File: config.mk
export PLATFORM = sky130hd
export DESIGN_NAME = output_deskew
export DESIGN_NICKNAME = d
export VERILOG_FILES = /design/src/rtl/output_deskew.sv
export SDC_FILE = /design/constraint.sdc
export NUM_CORES = 1
export LEC_CHECK = 0
export CAP_MARGIN = 15
export CORE_AREA = 2 2 133 135
export CTS_BUF_LIST = sky130_fd_sc_hd__clkbuf_8
export DETAILED_ROUTE_END_ITERATION = 10
export DIE_AREA = 0 0 135 137
export HOLD_SLACK_MARGIN = 0.02
export PLACE_DENSITY = 0.55
export SLEW_MARGIN = 20
export SYNTH_ARGS = -nofsm -noshare
export SYNTH_HDL_FRONTEND = slang
export SYNTH_SLANG_ARGS = --single-unit
export TNS_END_PERCENT = 5
File: constraint.sdc
create_clock -name clk_i -period 7.3 [get_ports clk_i]
set_input_delay 1.46 -clock clk_i [delete_from_list [all_inputs] [get_ports clk_i]]
set_output_delay 1.46 -clock clk_i [all_outputs]
set_load 0.05 [all_outputs]
File: src/rtl/output_deskew.sv
// Realigns lanes that arrive with a staircase skew (lane k sampled k cycles after
// the row start) and buffers the aligned rows in a first-word-fall-through FIFO.
module output_deskew #(
    parameter int NumLanes  = 4,
    parameter int DataWidth = 8,
    parameter int FifoDepth = 4
) (
    input  logic                              clk_i,
    input  logic                              rst_ni,
    input  logic                              clear_i,
    input  logic                              in_valid_i,
    input  logic [NumLanes*DataWidth-1:0]     in_data_i,
    output logic                              out_valid_o,
    input  logic                              out_ready_i,
    output logic [NumLanes*DataWidth-1:0]     out_data_o,
    output logic [$clog2(FifoDepth):0]        fifo_count_o,
    output logic                              overflow_o
);

    localparam int RowW = NumLanes * DataWidth;
    localparam int PtrW = $clog2(FifoDepth);
    localparam int CntW = PtrW + 1;
    localparam logic [CntW-1:0] FullCnt = CntW'(FifoDepth);

    logic [RowW-1:0]      row_p0;
    logic [NumLanes-2:0]  vld_q;
    logic                 push;
    logic                 pop;
    logic                 full;
    logic                 push_ok;
    logic                 drop;
    logic [RowW-1:0]      mem [FifoDepth];
    logic [PtrW-1:0]      wr_ptr;
    logic [PtrW-1:0]      rd_ptr;
    logic [CntW-1:0]      count;
    logic                 overflow;

    // Stage p0: lane k waits NumLanes-1-k cycles so every lane lines up with the last one.
    for (genvar k = 0; k < NumLanes; k++) begin : g_lane
        localparam int Dly = NumLanes - 1 - k;
        if (Dly == 0) begin : g_pass
            assign row_p0[k*DataWidth +: DataWidth] = in_data_i[k*DataWidth +: DataWidth];
        end else begin : g_dly
            logic [DataWidth-1:0] dly_q [Dly];
            always_ff @(posedge clk_i or negedge rst_ni) begin
                if (!rst_ni) begin
                    for (int j = 0; j < Dly; j++) dly_q[j] <= '0;
                end else begin
                    dly_q[0] <= in_data_i[k*DataWidth +: DataWidth];
                    for (int j = 1; j < Dly; j++) dly_q[j] <= dly_q[j-1];
                end
            end
            assign row_p0[k*DataWidth +: DataWidth] = dly_q[Dly-1];
        end
    end

    // Row-start marker travels with the slowest lane; clear abandons rows in flight.
    always_ff @(posedge clk_i or negedge rst_ni) begin
        if (!rst_ni) begin
            vld_q <= '0;
        end else if (clear_i) begin
            vld_q <= '0;
        end else begin
            vld_q[0] <= in_valid_i;
            for (int i = 1; i < NumLanes - 1; i++) vld_q[i] <= vld_q[i-1];
        end
    end

    assign push    = vld_q[NumLanes-2];
    assign full    = (count == FullCnt);
    assign pop     = out_valid_o & out_ready_i;
    // A full FIFO still accepts a row when the head leaves on the same edge.
    assign push_ok = push & (~full | pop);
    assign drop    = push & full & ~pop;

    // Stage p1: aligned-row FIFO, control state only is reset.
    always_ff @(posedge clk_i or negedge rst_ni) begin
        if (!rst_ni) begin
            wr_ptr   <= '0;
            rd_ptr   <= '0;
            count    <= '0;
            overflow <= 1'b0;
        end else if (clear_i) begin
            wr_ptr   <= '0;
            rd_ptr   <= '0;
            count    <= '0;
            overflow <= 1'b0;
        end else begin
            if (push_ok) wr_ptr <= wr_ptr + PtrW'(1);
            if (pop)     rd_ptr <= rd_ptr + PtrW'(1);
            case ({push_ok, pop})
                2'b10:   count <= count + CntW'(1);
                2'b01:   count <= count - CntW'(1);
                default: count <= count;
            endcase
            if (drop) overflow <= 1'b1;
        end
    end

    always_ff @(posedge clk_i) begin
        if (push_ok && !clear_i) mem[wr_ptr] <= row_p0;
    end

    assign out_valid_o  = (count != '0);
    assign out_data_o   = out_valid_o ? mem[rd_ptr] : '0;
    assign fifo_count_o = count;
    assign overflow_o   = overflow;

endmodule

==> metrics.yaml <==
grt:
  grt_max_degree: 60
  grt_pass1_wl_um: 17500
  gr-usage-all-layers_pct: 13.2
  vias_in_the_first_global_route: 3191
  overflow: 0
  number_of_antenna_violations_at_the_first_check_in_global_routing: 0
pwr:
  total_power_mw: 1.87
  swShare_pct: 21.6
  leakagePower_nw: 2.72
  vdd_ir_drop_max_v: 0.000115
  combPwrFrac_pct: 3.7
  seq_power_share_pct: 62.2
  power_per_cell_area_mw_per_mm2: 231
  power.net_switching_mw: 0.403
  proportion_of_power_drawn_by_the_clock_network_pct: 34.1
  p_int_mw: 1.46
placed_design:
  detailedPlacementHpwl_um: 6370
  count_of_port_buffers_added_during_placement: 73
  gp_congestion: 0.667
critical_path:
  max_stage_delay_ns: 0.74
  timing.reg2reg.worst_path_depth: 5
  worstPathArrival_ns: 2.95
  cp_slowest_cell: "clkdlybuf4s50_1"
  worst-path-max-fanout: 28
  endpoint_kind: "output pin"
  crit_path_cell_trace: "buf_4, mux4_2, nor2b_1, clkdlybuf4s50_1"
  crit_required_ns: 5.84
  rr_endpoint: "fifo_count_o[2]"
  worstReg2RegStart: "fifo_count_o[1]"
  timing_worst_setup_path_type: "flop to output pin"
  regToRegSetupSlack_ns: 4.82
  timing.critical_path.from_type: "flop"
timing:
  finalMaxSlewViolations: 0
  final_period_minus_worst_setup_slack_ns: 4.41
  final.period_utilization_pct: 60.5
  final_setup_violation_count: 0
  timing_worst_slew_pin_value_ns: 0.892
  report.final.hold_viol_count: 0
  skew_ns: 0.00915
  fin_tns_setup_ns: 0
  maxSlewHeadroom_pct: 40.6
  max_clock_freq_mhz: 227
  rsz_0062_raised_after_global_routing: "no"
drt:
  drt_first_iter_violations: 197
  post_drt_via_cell_ratio: 4.78
  post_drt_wl_per_cell_um: 17.9
  drc: 0
  wl_um: 11500
  num_vias: 3076
  ant_nets: 0
  dr.pass1.iters: 4
clocking:
  post_cts_buffers: 0
  clockBufferDepth: 2
  tritoncts_clock_tree: "done"
  htree_levels: 4
  worst_skew_pair.late_latency_ns: 0.45
  path_clk_slew_ns: 0.08
  clkSinkCount: 187
  cts_root_buf: "clkbuf_8"
  post_cts_resized: 0
  cts-hold-fix-buffers: 0
  cts_buf_count: 17
final_layout:
  antenna_cells: 0
  layout.filler_cells: 1435
  design.final.nets: 448
  area_growth_pct: 20.2
  post_route_cells_drive_above_1_share_pct: 18.6
logic_synthesis:
  syn-cell-area_mm2: 0.00674
  synth_adder_area_share_pct: 1.04
  synthesis.yosys.warnings: 0
  synthCells: 324
  synthSimpleGateAreaFrac_pct: 5.44
  synth.distinct_cells: 34
  synth_sequential_area_ratio_pct: 78.9
  parity_gate_share_of_the_synthesized_area_counting_xor_and_xnor_cells_pct: 0.520
  synth.mux.area_fraction_pct: 11.2
  mappedNetlistNets: 366
  postSynthRegisterBits: 187
  synth_top_family_by_area: "multiplexers"
  synth.avg_cell_area_um2: 20.8
  synth_compound_gate_area_share_pct: 1.19
hold_path:
  min_from: "g_lane[1].g_dly.dly_q[10]"
  hold-path-cell-count: 0
  hold_path_endpoint: "g_lane[1].g_dly.dly_q[2]"
  hp-class: "flop to flop"
die:
  die-height_um: 137
  floorplan.initialDensity_pct: 39.5
  core_region_area_mm2: 0.0171
  chipWidth_um: 135
  dieArea_mm2: 0.0185
  count_of_boundary_i_o_pins: 74
  core.rowCount: 48
run_status:
  run_status: "finished, final reports clean"
flow_run:
  drv_cap: 0
metrics by stage:
step	hold WS [ns]	cell area, um2	instances	utilization (%)	setup slack, ns
floorplan	0.331	6740	324	-	2.59
global placement	0.331	7730	612	45.3	3.29
detailed placement	0.335	7730	612	45.3	3.29
CTS	0.356	8100	644	47.5	2.78
global route	0.362	8100	644	47.5	2.69
finish	0.352	8100	644	47.5	2.89
synth_stat cells, drive strengths merged:
library cell	instances	area (um2)
inv	5	18.8
mux2i	1	10.0
a21oi	1	5.00
o21ai	1	5.00
nand2	2	7.51
nand3	2	10.0
dfrtp	59	1480
a31oi	2	12.5
ha	4	50.1
mux4	32	721
buf	11	72.6
xnor2	1	8.76
fa	1	20.0
edfxtp	128	3840
nor3	1	10.0
o311ai	1	8.76
o31ai	1	7.51
clkbuf	5	18.8
nor2b	37	231
or2	1	6.26
o2111ai	2	17.5
mux2	2	26.3
or4	1	7.51
xor2	3	26.3
nor3b	4	30.0
a211oi	1	7.51
o21a	1	7.51
a32oi	1	8.76
nor2	8	30.0
nand2b	4	25.0
or3b	1	8.76
layout make-up:
| class | count | area [um2] | area share [%] |
|---|---|---|---|
| multi-input cells | 116 | 1340 | 16.5 |
| repair buffers | 79 | 773 | 9.55 |
| well taps | 225 | 282 | 3.48 |
| clock buffers | 18 | 248 | 3.06 |
| flip-flops and latches | 187 | 5320 | 65.7 |
| inverters | 5 | 18.8 | 0.232 |
| clock inverters | 14 | 121 | 1.50 |
cell usage in the layout, fill, tap and decap left out, types with 2 or more instances in the layout:
cell type	count
nand2b_1	4
clkdlybuf4s50_1	72
dfrtp_2	2
o2111ai_1	2
mux4_2	32
nand3_1	2
nor2_1	8
nor2b_1	37
inv_6	3
nor3b_2	4
ha_1	4
dfrtp_1	57
edfxtp_1	128
nand2_1	2
xor2_1	3
clkinv_4	4
a31oi_1	2
inv_4	3
clkbuf_8	18
inv_1	8
buf_4	7
worst max-delay path by stage:
stage | endpoint | startpoint | slack, ns
CTS | out_data_o[2] | rd_ptr[0] | 2.78
finish | out_data_o[2] | rd_ptr[0] | 2.89
detailed placement | out_data_o[16] | rd_ptr[0] | 3.29
global route | out_data_o[17] | rd_ptr[0] | 2.69
global placement | out_data_o[16] | rd_ptr[0] | 3.29
floorplan | mem[0][0] | out_ready_i | 2.59
critical path: cells and delay by family (launching register included):
| family | cells | cell delay (ns) |
|---|---|---|
| buffers and inverters | 2 | 1.27 |
| AND/OR/NAND/NOR | 1 | 0.18 |
| flip-flops | 1 | 0.49 |
| multiplexers | 1 | 0.56 |
kinds of logic (layout without fill, tap and decap cells):
group                    after synthesis  in the layout
adder cells (fa/ha/maj)                5              5
multiplexers                          35             35
buffers and inverters                 21            116
XOR/XNOR                               4              4
AND/OR/NAND/NOR                       61             61
AO/OA/AOI/OAI                         11             11
flip-flops                           187            187
power by group through the flow:
| stage | sequential, mW | combinational [mW] | clock (mW) |
|---|---|---|---|
| after floorplan | 1.18 | 0.0310 | 0 |
| after global placement | 1.18 | 0.0691 | 0 |
| after detailed placement | 1.19 | 0.0700 | 0 |
| after CTS | 1.16 | 0.0704 | 0.663 |
| after global routing | 1.16 | 0.0743 | 0.702 |
| final | 1.16 | 0.0683 | 0.637 |
flip-flops by register name, summed over array words and instances (netlist names):
register,cells
rd_ptr,2
fifo_count_o,3
g_lane.g_dly.dly_q,48
overflow_o,1
vld_q,3
mem,128
wr_ptr,2
routing by layer:
metal  routed length [um]  GRT usage [%]
met5                    0              0
met1                 5190           16.7
met3                  497           3.74
met4                  213           5.79
met2                 5640           21.5
No activity file was read; power rests on OpenSTA's default activity.
